## config.mk

```make
export PLATFORM = sky130hd
export DESIGN_NAME = ifu_fetch
export DESIGN_NICKNAME = d
export VERILOG_FILES = /design/src/rtl/ifu_fetch.sv
export SDC_FILE = /design/constraint.sdc
export NUM_CORES = 1
export LEC_CHECK = 0
export CAP_MARGIN = 0
export CORE_MARGIN = 2
export CORE_UTILIZATION = 50
export DETAILED_ROUTE_END_ITERATION = 8
export PLACE_DENSITY_LB_ADDON = 0.25
export SLEW_MARGIN = 10
export SYNTH_ARGS = -nofsm -noshare
export SYNTH_HDL_FRONTEND = slang
export SYNTH_SLANG_ARGS = --single-unit
```

## constraint.sdc

```tcl
create_clock -name clk -period 12.4 [get_ports clk]
set_input_delay 2.48 -clock clk [delete_from_list [all_inputs] [get_ports clk]]
set_output_delay 2.48 -clock clk [all_outputs]
set_load 0.01 [all_outputs]
```

## src/rtl/ifu_fetch.sv

```systemverilog
// Instruction fetch unit: one outstanding imem request, single-entry
// instruction holding register, redirect/kill handling and ebreak halt.
module ifu_fetch #(
  parameter int              XLEN     = 32,
  parameter logic [XLEN-1:0] RESET_PC = 32'h8000_0000
) (
  input  logic            clk,
  input  logic            rst,
  output logic            imem_req_valid,
  input  logic            imem_req_ready,
  output logic [XLEN-1:0] imem_addr,
  input  logic            imem_resp_valid,
  input  logic [XLEN-1:0] imem_resp_data,
  output logic            inst_valid,
  input  logic            inst_ready,
  output logic [XLEN-1:0] inst,
  output logic [XLEN-1:0] inst_pc,
  input  logic            redirect_valid,
  input  logic [XLEN-1:0] redirect_pc,
  input  logic            halt,
  output logic            halted,
  output logic [31:0]     inst_count
);

  typedef enum logic [1:0] {
    S_REQ,
    S_WAIT,
    S_HOLD,
    S_HALT
  } state_t;

  state_t          state_q, state_d;
  logic [XLEN-1:0] pc_q, pc_d;
  logic            kill_q, kill_d;
  logic [XLEN-1:0] inst_q, inst_d;
  logic [XLEN-1:0] ipc_q, ipc_d;
  logic            req_q, req_d;
  logic            iv_q, iv_d;
  logic            hlt_q, hlt_d;
  logic [31:0]     cnt_q, cnt_d;

  logic [XLEN-1:0] rd_pc;
  logic            take;

  assign rd_pc = {redirect_pc[XLEN-1:2], 2'b00};
  assign take  = iv_q & inst_ready;

  always_comb begin
    state_d = state_q;
    pc_d    = pc_q;
    kill_d  = kill_q;
    inst_d  = inst_q;
    ipc_d   = ipc_q;
    cnt_d   = cnt_q;
    unique case (state_q)
      S_REQ: begin
        if (redirect_valid) begin
          pc_d = rd_pc;
        end
        if (imem_req_ready) begin
          state_d = S_WAIT;
          kill_d  = redirect_valid;
        end
      end
      S_WAIT: begin
        // A response in the redirect cycle is the stale one; drop it here.
        if (redirect_valid) begin
          pc_d = rd_pc;
          if (imem_resp_valid) begin
            kill_d  = 1'b0;
            state_d = S_REQ;
          end else begin
            kill_d = 1'b1;
          end
        end else if (imem_resp_valid) begin
          if (kill_q) begin
            kill_d  = 1'b0;
            state_d = S_REQ;
          end else begin
            inst_d  = imem_resp_data;
            ipc_d   = pc_q;
            state_d = S_HOLD;
          end
        end
      end
      S_HOLD: begin
        if (take && halt) begin
          cnt_d   = cnt_q + 32'd1;
          state_d = S_HALT;
        end else if (redirect_valid) begin
          pc_d    = rd_pc;
          state_d = S_REQ;
        end else if (take) begin
          pc_d    = pc_q + XLEN'(4);
          cnt_d   = cnt_q + 32'd1;
          state_d = S_REQ;
        end
      end
      S_HALT: begin
        state_d = S_HALT;
      end
    endcase
    req_d = (state_d == S_REQ);
    iv_d  = (state_d == S_HOLD);
    hlt_d = (state_d == S_HALT);
  end

  always_ff @(posedge clk or posedge rst) begin
    if (rst) begin
      state_q <= S_REQ;
      pc_q    <= RESET_PC;
      kill_q  <= 1'b0;
      inst_q  <= '0;
      ipc_q   <= '0;
      req_q   <= 1'b1;
      iv_q    <= 1'b0;
      hlt_q   <= 1'b0;
      cnt_q   <= '0;
    end else begin
      state_q <= state_d;
      pc_q    <= pc_d;
      kill_q  <= kill_d;
      inst_q  <= inst_d;
      ipc_q   <= ipc_d;
      req_q   <= req_d;
      iv_q    <= iv_d;
      hlt_q   <= hlt_d;
      cnt_q   <= cnt_d;
    end
  end

  assign imem_req_valid = req_q;
  assign imem_addr      = pc_q;
  assign inst_valid     = iv_q;
  assign inst           = inst_q;
  assign inst_pc        = ipc_q;
  assign halted         = hlt_q;
  assign inst_count     = cnt_q;

endmodule
```

; Yosys cells after proc, flatten, opt, wreduce, memory -nomap -nowiden
; Cells that the tools add are included.
[op_classes]
n_bitwise = 3
add_sub_neg = 2
n_mux = 22
eq_ne = 11
reduce_logical = 11
[op_table]
columns = operator, count
row1 = two-way mux 32 bit, 7
row2 = one-hot mux 32 bit (2 select lines), 1
row3 = "adder 32 x 1 -> 32 bit, second input constant", 1
row4 = "adder 32 x 3 -> 32 bit, second input constant", 1
row5 = two-way mux 2 bit, 8
row6 = "== test 2 bit, second input constant", 4
row7 = one-hot mux 2 bit (4 select lines), 1
row8 = AND reduction 4 bit, 2
row9 = "!= test 3 bit, second input constant", 2
row10 = AND reduction 3 bit, 2
row11 = nonzero test 2 bit, 3
row12 = zero test 2 bit, 2
row13 = two-way mux 1 bit, 4
row14 = "!= test 2 x 1 -> 1 bit, second input constant", 2
row15 = "!= test 2 bit, second input constant", 2
row16 = "== test 2 x 1 -> 1 bit, second input constant", 1
row17 = inverter 1 bit, 2
row18 = one-hot mux 1 bit (2 select lines), 1
row19 = OR reduction 2 bit, 1
row20 = AND 1 bit, 1
row21 = logical AND 1 bit, 1
[totals]
register_bits = 134

; Logic depth before layout (Yosys ltp)
[depth]
ltp_word = 6
depth_mapped = 8
depth_no_buf = 6

; Worst setup path after synthesis
; Ideal clock, no wire load.
[synth_path]
kind = input to register
startpoint = input port redirect_valid
endpoint = register pc_q[28] (netlist: imem_addr[28])
path_slack_ns = 8.642
required_time_ns = 12.281
t_arrival_ns = 3.638
setup_ns = 0.119
cell_stages = 6
path_cell_list = or3b_2 clkbuf_2 nor3_4 nand2_1 o22ai_1 o21ba_2
[synth_between]
elab_chain_len = 3
[synth_lines]
columns = element, line
row1 = from (decl), 18  ; input logic redirect_valid,
row2 = two-way mux 32 bit, 90  ; end else if (redirect_valid) begin
row3 = two-way mux 32 bit, 87  ; if (take && halt) begin
row4 = one-hot mux 32 bit (2 select lines), 55  ; unique case (state_q)
row5 = to (signal assigned), 121  ; pc_q <= pc_d;
row6 = to (decl), 33  ; logic [XLEN-1:0] pc_q, pc_d;
; Parallel ways exist; a longest one is shown, timed or not. The select of a mux whose other input is x is not followed.
; A chain may end at the register's enable or synchronous reset.

; Worst setup path in the final report
[layout_path]
startpoint = input port redirect_valid
endpoint = register pc_q[26] (netlist: imem_addr[26])
; The elaborated chain is that of the path after synthesis.

==> load_flow_metrics.sql <==
INSERT INTO impl_metrics (metric_group, metric, value, unit) VALUES
('run_status', 'outcome', 'completed', ''),
('clock_tree', 'cts.sinks', '130', ''),
('global_route', 'grt_util_all_layers', '25.1', '%'),
('route', 'wire_per_inst', '18.2', 'µm'),
('logic_synthesis', 'main_combinational_cell_family_by_area_after_synthesis', 'simple AND/OR/NAND/NOR gates', ''),
('cells_and_area', 'multi_input_comb_area', '2620', 'µm²'),
('cells_and_area', 'post_route_cells_drive_above_1_share', '15.3', '%'),
('logic_synthesis', 'syn_area_per_cell', '11.5', 'µm²'),
('route', 'totalWireLength', '15900', 'µm'),
('global_route', 'globalRouteOverflowTotal', '0', ''),
('global_route', 'grt_pass1_vias', '5170', ''),
('global_route', 'grt_pass1_wl', '25600', 'µm'),
('place', 'dpl_ws', '7.09', 'ns'),
('setup_path', 'worst_ep_arrival_time', '5.21', 'ns'),
('place', 'postPlaceCellArea', '8070', 'µm²'),
('sta', 'post-route-min-period', '4.91', 'ns'),
('setup_path', 'cells_along_the_critical_path', 'clkdlybuf4s50_1, nor2b_1, a221o_1, nand2_1, o22ai_1, o21ba_2', ''),
('place', 'place.gp.congestion', '0.806', ''),
('clock_tree', 'h-tree-depth', '4', ''),
('clock_tree', 'cts_tree', 'yes', ''),
('logic_synthesis', 'synth_cells', '525', ''),
('logic_synthesis', 'most_repeated_cell_in_the_gate_level_netlist_after_synthesis', 'sky130_fd_sc_hd__dfrtp_1', ''),
('sta', 'report.final.setup_viol', '0', ''),
('cells_and_area', 'area_overhead_vs_synth', '42.5', '%'),
('sta', 'fmax', '204', 'MHz'),
('setup_path', 'cpLargestDelayFamily', 'compound AO/OA/AOI/OAI gates', ''),
('floorplanning', 'design.portCount', '202', ''),
('sta', 'grt_setup_unrepaired', 'false', ''),
('floorplanning', 'fp.dieH', '114', 'µm'),
('clock_tree', 'cts.root.buffer_cell', 'sky130_fd_sc_hd__clkbuf_16', ''),
('setup_path', 'timing.critical_path.slowest_cell_delay', '0.91', 'ns'),
('logic_synthesis', 'synthAdderAreaFrac', '0.413', '%'),
('floorplanning', 'floorplan.initialDensity', '50.8', '%'),
('setup_path', 'cp-end-kind', 'flip-flop', ''),
('logic_synthesis', 'synth-compound-area-share', '10.0', '%'),
('clock_tree', 'number_of_hold_repair_buffers_added_at_the_cts_stage', '0', ''),
('floorplanning', 'horiz_die_dim', '114', 'µm'),
('cells_and_area', 'final_nets', '786', ''),
('cells_and_area', 'design_area', '8630', 'µm²'),
('global_route', 'grt_antenna_before_repair', '1', ''),
('logic_synthesis', 'postSynth.topFlopCell', 'sky130_fd_sc_hd__dfrtp_1', ''),
('clock_tree', 'tritoncts.num_buffers', '17', ''),
('route', 'viasPerCell', '5.76', ''),
('sta', 'finalHoldViolations', '0', ''),
('route', 'route.vias.total', '5030', ''),
('clock_tree', 'cts_max_path_bufs', '2', ''),
('route', 'initialDrtViolationCount', '380', ''),
('clock_tree', 'cts-resized-gates', '0', ''),
('setup_path', 'critical_path_peak_fanout', '31', ''),
('setup_path', 'critical-path-slowest-cell', 'sky130_fd_sc_hd__a221o_1', ''),
('logic_synthesis', 'muxShareOfSynthArea', '11.9', '%'),
('sta', 'drv_slew', '0', ''),
('logic_synthesis', 'synth_cell_type_count', '60', ''),
('clock_tree', 'insertion_delay', '0.41', 'ns'),
('logic_synthesis', 'synth-xor-area-share', '4.48', '%'),
('logic_synthesis', 'yosys.area_share.simple', '16.1', '%'),
('sta', 'final_period_util', '39.6', '%'),
('logic_synthesis', 'synth_seq_area_share', '53.8', '%'),
('setup_path', 'critical_path_class', 'in -> reg', ''),
('route', 'route.antenna.remaining_nets', '0', ''),
('logic_synthesis', 'synthDominantAreaCellType', 'sky130_fd_sc_hd__dfrtp_1', ''),
('floorplanning', 'core_area', '11900', 'µm²'),
('min_path', 'holdCritPathClass', 'reg -> reg', ''),
('power', 'cellPowerDensity', '232', 'nW/µm²'),
('run', 'max-cap-violations', '0', ''),
('logic_synthesis', 'top_cells_by_area_synth', 'sky130_fd_sc_hd__dfrtp_1 53%, sky130_fd_sc_hd__mux2_2 11%, sky130_fd_sc_hd__xnor2_1 3.3%, sky130_fd_sc_hd__a21oi_1 2.7%, sky130_fd_sc_hd__nand2_1 2.1%', ''),
('place', 'dp.final_hpwl', '11100', 'µm'),
('global_route', 'largest_net_degree_at_the_start_of_global_routing', '83', ''),
('cells_and_area', 'layout.area.seq', '3260', 'µm²'),
('floorplanning', 'row_count', '40', ''),
('sta', 'timing.final.ws_setup', '7.49', 'ns');
## logic make-up after synthesis
group / after synthesis
other cells: 1
flops: 130
simple gates: 162
buf+inv: 39
compound gates: 96
mux: 64
fa+ha+maj: 2
xor+xnor: 31
## routing by layer
metal	GRT usage, %	wire length, µm	up-vias
met5	0	0	-
met4	11.6	455	0
met1	31.3	6310	2496
li1	-	-	2287
met3	6.59	997	39
met2	40.9	8140	208
## cells in the final DEF (no fill, tap or decap), drive strengths merged, types with 4 or more instances in the layout
cell type      Yosys  layout
nor4               5       5
a211oi             4       4
nand3             24      24
nor3               8       8
and4              10      10
clkdlybuf4s50      0     195
a2bb2oi            5       5
nand2             34      34
inv                6       6
nand4             18      18
o22ai             11      11
a311oi             5       5
o21ai             19      19
dfrtp            128     128
a31oi              4       4
a21oi             33      33
nor2              26      26
buf               27       4
and2               4       4
mux2              63      63
xor2               8       8
or3                4       4
clkinv             0       5
xnor2             23      23
and3              14      14
nor2b              4       4
conb               1       4
clkbuf             6      26
## state kept, by name, summed over array words and instances, names as in the netlist
| register | count |
|---|---|
| inst_valid | 1 |
| state_q | 2 |
| inst | 32 |
| halted | 1 |
| inst_count | 32 |
| inst_pc | 30 |
| imem_req_valid | 1 |
| kill_q | 1 |
| imem_addr | 30 |
## path summary, 6_finish.rpt
check	from	endpoint	slack (ns)	cells past startpoint
min reg2reg	inst_count[31]$_DFFE_PP0P_	inst_count[31]$_DFFE_PP0P_	0.48	1
max	redirect_valid	imem_addr[26]$_DFFE_PP0P_	7.49	6
max in group asynchronous	rst	inst_count[25]$_DFFE_PP0P_	8.52	3
min in group asynchronous	rst	inst_count[2]$_DFFE_PP0P_	2.48	2
max reg2reg	state_q[1]$_DFF_PP0_	imem_addr[26]$_DFFE_PP0P_	9.78	5
min	inst_count[31]$_DFFE_PP0P_	inst_count[31]$_DFFE_PP0P_	0.48	1
## per-stage QoR
| step | util (%) | power, mW | hold WS, ns | cells |
|---|---|---|---|---|
| 2_1_floorplan | - | 1.10 | 0.508 | 528 |
| 3_3_place_gp | 67.7 | 1.50 | 0.460 | 841 |
| 3_5_place_dp | 67.7 | 1.54 | 0.476 | 841 |
| 4_1_cts | 72.4 | 2.01 | 0.487 | 873 |
| 5_1_grt | 72.4 | 2.11 | 0.500 | 874 |
| 6_report | 72.4 | 2.00 | 0.484 | 874 |
## report_power, final
group	leakage, nW	internal (mW)	switching (mW)
clock network	0.278	0.295	0.171
logic	1.70	0.454	0.334
registers	1.58	0.590	0.158
total	3.56	1.34	0.663
## layout make-up
| class | instances | share of cell area (%) |
|---|---|---|
| antenna | 1 | 0.0290 |
| tap | 147 | 2.13 |
| clock buffer | 26 | 5.79 |
| multi-input combinational | 359 | 30.4 |
| clock inverter | 6 | 0.638 |
| inverter | 6 | 0.319 |
| sequential | 130 | 37.7 |
| timing repair buffer | 199 | 23.0 |
(Power assumes the default switching activity.)
